<file path="src/rtl/waiter_scheduler.sv">
// Round-robin arbiter that time-shares one Waiter delay timer among NUM_REQ requesters.
// Optional watchdog on the WAIT state is enabled by defining WAITER_SCHED_WATCHDOG_EN.
module waiter_scheduler #(
    parameter int NUM_REQ      = 4,
    parameter int COUNTER_SIZE = 8,
    parameter int WD_MARGIN    = 4
) (
    input  logic                            clock_i,
    input  logic                            reset_i,
    input  logic [NUM_REQ-1:0]              req_i,
    input  logic [NUM_REQ*COUNTER_SIZE-1:0] req_count_i,
    output logic [NUM_REQ-1:0]              grant_o,
    output logic [NUM_REQ-1:0]              done_o,
    output logic                            busy_o,
    output logic                            timeout_o,
    output logic                            timer_start_o,
    output logic [COUNTER_SIZE-1:0]         timer_count_to_o,
    input  logic                            timer_busy_i
);

    localparam int IDX_W = (NUM_REQ > 1) ? $clog2(NUM_REQ) : 1;

    typedef enum logic [1:0] {IDLE, START, WAIT, DONE} state_t;

    state_t                    state_q;
    logic [IDX_W-1:0]          idx_q, rr_q;
    logic [COUNTER_SIZE-1:0]   cnt_q;
    logic [NUM_REQ-1:0]        grant_q, done_q;
    logic                      start_q, busy_q;

    logic [COUNTER_SIZE-1:0]   cnt_arr [NUM_REQ];
    logic [IDX_W-1:0]          pick_idx_d;
    logic [COUNTER_SIZE-1:0]   pick_cnt_d;
    logic                      pick_vld_d;

    for (genvar g = 0; g < NUM_REQ; g++) begin : g_cnt
        assign cnt_arr[g] = req_count_i[g*COUNTER_SIZE +: COUNTER_SIZE];
    end

    // First pending requester at or after the rr pointer, wrapping around.
    always_comb begin
        int               j;
        logic [IDX_W-1:0] jj;
        j          = 0;
        jj         = '0;
        pick_idx_d = rr_q;
        pick_cnt_d = '0;
        pick_vld_d = 1'b0;
        for (int k = 0; k < NUM_REQ; k++) begin
            j = int'(rr_q) + k;
            if (j >= NUM_REQ) j = j - NUM_REQ;
            jj = IDX_W'(j);
            if (!pick_vld_d && req_i[jj]) begin
                pick_vld_d = 1'b1;
                pick_idx_d = jj;
                pick_cnt_d = cnt_arr[jj];
            end
        end
    end

`ifdef WAITER_SCHED_WATCHDOG_EN
    logic [COUNTER_SIZE:0] wd_q;
    logic                  timeout_q;
    logic [COUNTER_SIZE:0] wd_d, wd_lim;
    assign wd_d      = wd_q + (COUNTER_SIZE+1)'(1);
    assign wd_lim    = {1'b0, cnt_q} + (COUNTER_SIZE+1)'(WD_MARGIN);
    assign timeout_o = timeout_q;
`else
    assign timeout_o = 1'b0;
`endif

    always_ff @(posedge clock_i) begin
        if (reset_i) begin
            state_q   <= IDLE;
            idx_q     <= '0;
            rr_q      <= '0;
            cnt_q     <= '0;
            grant_q   <= '0;
            done_q    <= '0;
            start_q   <= 1'b0;
            busy_q    <= 1'b0;
`ifdef WAITER_SCHED_WATCHDOG_EN
            wd_q      <= '0;
            timeout_q <= 1'b0;
`endif
        end else begin
            case (state_q)
                IDLE: begin
                    if (pick_vld_d) begin
                        idx_q   <= pick_idx_d;
                        cnt_q   <= pick_cnt_d;
                        grant_q <= NUM_REQ'(1) << pick_idx_d;
                        busy_q  <= 1'b1;
                        // A zero delay never touches the timer.
                        if (pick_cnt_d == '0) begin
                            state_q <= DONE;
                            done_q  <= NUM_REQ'(1) << pick_idx_d;
                        end else begin
                            state_q <= START;
                            start_q <= 1'b1;
                        end
                    end
                end
                START: begin
                    start_q <= 1'b0;
                    state_q <= WAIT;
`ifdef WAITER_SCHED_WATCHDOG_EN
                    wd_q    <= '0;
`endif
                end
                WAIT: begin
`ifdef WAITER_SCHED_WATCHDOG_EN
                    wd_q <= wd_d;
                    if (!timer_busy_i) begin
                        state_q <= DONE;
                        done_q  <= NUM_REQ'(1) << idx_q;
                    end else if (wd_d >= wd_lim) begin
                        state_q   <= DONE;
                        done_q    <= NUM_REQ'(1) << idx_q;
                        timeout_q <= 1'b1;
                    end
`else
                    if (!timer_busy_i) begin
                        state_q <= DONE;
                        done_q  <= NUM_REQ'(1) << idx_q;
                    end
`endif
                end
                DONE: begin
                    done_q  <= '0;
                    grant_q <= '0;
                    busy_q  <= 1'b0;
                    cnt_q   <= '0;
                    rr_q    <= (idx_q == IDX_W'(NUM_REQ-1)) ? '0 : idx_q + IDX_W'(1);
                    state_q <= IDLE;
`ifdef WAITER_SCHED_WATCHDOG_EN
                    timeout_q <= 1'b0;
`endif
                end
                default: state_q <= IDLE;
            endcase
        end
    end

    assign grant_o          = grant_q;
    assign done_o           = done_q;
    assign busy_o           = busy_q;
    assign timer_start_o    = start_q;
    assign timer_count_to_o = cnt_q;

endmodule

</file>
<file path="config.mk">
export PLATFORM = sky130hd
export DESIGN_NAME = waiter_scheduler
export DESIGN_NICKNAME = d
export VERILOG_FILES = /design/src/rtl/waiter_scheduler.sv
export SDC_FILE = /design/constraint.sdc
export NUM_CORES = 1
export LEC_CHECK = 0
export ABC_AREA = 1
export BUFFER_PORTS_ARGS = -buffer_cell sky130_fd_sc_hd__buf_2
export CORE_AREA = 8 8 81 101
export CTS_CLUSTER_DIAMETER = 60
export DETAILED_ROUTE_END_ITERATION = 12
export DIE_AREA = 0 0 89 109
export MAX_ROUTING_LAYER = met4
export PLACE_DENSITY_LB_ADDON = 0.1
export RECOVER_POWER = 25
export SETUP_SLACK_MARGIN = 0.5
export SYNTH_ARGS = -nofsm -noshare
export SYNTH_HDL_FRONTEND = slang
export SYNTH_SLANG_ARGS = --single-unit
</file>
<file path="constraint.sdc">
create_clock -name clock_i -period 4.95 [get_ports clock_i]
set_input_delay 0.2475 -clock clock_i [delete_from_list [all_inputs] [get_ports clock_i]]
set_output_delay 0.2475 -clock clock_i [all_outputs]
set_load 0.02 [all_outputs]
</file>
==> flow_summary.ini <==
[outcome]
status = completed

[drt]
drtAntennaViolNets = 0
drtIter0Drc = 91
dr.pass1.iters = 4
vias = 2937
drc = 0
wl_um = 7412
routedWlPerCell_um = 12.05
vias_per_cell = 4.776

[setup_path]
critPathBufInv = 1
cp_cell_sequence = inv_2, nand2_1, nand2_2, nand2_1, nand2_4, nor2_2, nand2_1, nor2_1, nand2_1, o21ai_2, nor2_2, o21ai_0, a21oi_1
crit_type = flop to flop
cpPeakStageDelay_ns = 0.46
end_kind = flop
slowest_stage = inv_2
critPathTopFamily = simple AND/OR/NAND/NOR gates
crit_path_max_fanout = 38
crit_top_cell = nand2_1
cp.required_ns = 5.15
crit_arrival_ns = 2.97
start_kind = flop

[clock_network]
cts_setup_buffers = 0
cts_tree = done
clk_latency_ns = 0.27
root_buffer = clkbuf_8
cts_buffers = 3
clock-sinks = 24
postCtsHoldBufs = 0
ctsResizeCount = 0
htreeDepth = 1
cts.clk_slew.worst_paths_ns = 0.08
clockBufferDepth = 2

[yosys]
avgSynthCellArea_sq_um = 5.346
ys_types = 26
synth_warnings = 0
synth_nets = 532
synthCells = 484
synth-seq-cells = 24
syn-cell-area_sq_mm = 0.002587
ys_seq_area_share_pct = 18.57

[die]
dieHeight_um = 109
die_w_um = 89
rows = 34
core-area_sq_mm = 0.006721
die-area_sq_mm = 0.009701
initial_core_util_pct = 38.50
io_pins = 58

[timing]
drv_slew = 0
max_slew.worst_pin.slew_ns = 0.6065
rsz0062_at_grt = no
hold_viol = 0
max_freq_mhz = 361.6
fin_setup_tns_ns = 0
fin_crit_sh_pct = 55.87
post-route-min-period_ns = 2.766
setup_viol_count_final = 0
finalClockSkew_ns = 0.003830
max_slew_margin_pct = 59.51
holdWs_ns = 0.3322

[pwr]
p_total_mw = 1.436
p_leak_nw = 1.568
max-vdd-ir-drop_mv = 0.2748
pwr_density_cell_mw_per_mm2 = 492.5

[worst_hold_path]
hp-class = primary input to flop

[global_routing]
met1_usage_pct = 18.90
overflow = 0
gr-max-usage-layer = met2
grt_pass1_vias = 2833
use_met2_pct = 28.78
antenna_found_initial = 0
grt_pass1_wl_um = 12610
gr-usage-met3_pct = 0.6033
grt_start_max_net_pins = 49
globalRouteTotalUtil_pct = 16.13

[placement]
dpl.hpwl_um = 5968
gp_congestion = 0.9239
io_buffers = 56

[layout]
syn2layout_area_growth_pct = 12.67
diodes = 0
fin_util_pct = 43.37
layout-drive-gt1-share_pct = 14.48
nNetsFinal = 574

[job]
cap_viol_max_count = 0
kinds of logic after synthesis:
kind of cell,after synthesis,synth area share (%)
simple gates,317,51.45
compound gates,69,13.88
buf+inv,64,11.61
flops,24,18.57
fa+ha+maj,9,4.352
other cells,1,0.1449
Yosys cell counts:
cell type / count / area, sq um
o211a_1: 1 / 10.01
buf_6: 5 / 56.30
nor2_1: 36 / 135.1
clkbuf_1: 2 / 7.510
and2_1: 1 / 6.260
buf_4: 2 / 15.01
dfxtp_1: 24 / 480.5
a31oi_1: 1 / 6.260
nand2_4: 3 / 33.78
clkinv_1: 1 / 3.750
o21ai_1: 4 / 20.02
ha_1: 9 / 112.6
o21ai_0: 30 / 150.1
o21ai_2: 1 / 8.760
a21oi_2: 1 / 8.760
nand3_1: 47 / 235.2
conb_1: 1 / 3.750
nand4_4: 1 / 21.27
a21oi_1: 31 / 155.2
nor2_2: 5 / 31.28
nand2_2: 9 / 56.30
nand4_1: 2 / 12.51
buf_2: 12 / 60.06
nand2_1: 213 / 799.5
inv_2: 4 / 15.01
inv_1: 38 / 142.6
final timing paths:
kind,from,endpoint,slack (ns),depth (start not counted)
max reg2reg,rr_q[0]$_SDFFE_PP0P_,timer_count_to_o[3]$_SDFFE_PP0P_,2.18,13
min,reset_i,rr_q[1]$_SDFFE_PP0P_,0.33,2
min reg2reg,grant_o[0]$_SDFFE_PP0P_,grant_o[0]$_SDFFE_PP0P_,0.47,2
max,rr_q[0]$_SDFFE_PP0P_,timer_count_to_o[3]$_SDFFE_PP0P_,2.18,13
placed cells by master (no fill, tap or decap):
master     Yosys  routed
nand4_1        2       2
dfxtp_1       24      24
nor2_2         5       5
conb_1         1       1
nand3_1       47      47
o21ai_2        1       1
inv_2          4       4
nor2_1        36      36
a31oi_1        1       1
and2_1         1       1
nand4_4        1       1
nand2_2        9       9
ha_1           9       9
bufinv_16      0       1
a21oi_1       31      31
a21oi_2        1       1
buf_2         12      46
o211a_1        1       1
nand2_4        3       3
o21ai_1        4       4
nand2_1      213     213
clkinv_1       1       1
o21ai_0       30      30
clkbuf_1       2      10
inv_1         38      38
clkbuf_8       0       3
buf_4          2       2
report_power, final:
part,leakage [nW],switching (mW),internal [mW]
clock,0.0357,0.0623,0.108
combinational,1.34,0.657,0.296
sequential,0.197,0.0467,0.265
metrics by stage:
step	instance area [sq um]	instances	worst slack, ns
after floorplan	2587	484	3.110
after global placement	2856	611	2.244
after detailed placement	2856	611	2.152
after CTS	2928	615	2.137
after global routing	2915	615	1.794
final	2915	615	2.184
flip-flops by register name, summed over array words and instances, names as in the netlist:
name	cells
busy_o	1
timer_count_to_o	8
idx_q	2
timer_start_o	1
state_q	2
done_o	4
rr_q	2
grant_o	4
area by class of cell:
cell class,count,area [sq um]
multi-input cells,396,1807
clock inverters,1,30.03
repair buffers,58,282.8
inverters,43,161.4
clock buffers,3,41.29
flip-flops and latches,24,480.5
well taps,90,112.6
fillers,759,3806
layer usage:
metal	vias up	routed length (um)
li1	1599	-
met1	1268	3363
met3	8	249
met2	62	3691
met5	-	0
met4	0	107
(Power assumes the default switching activity.)
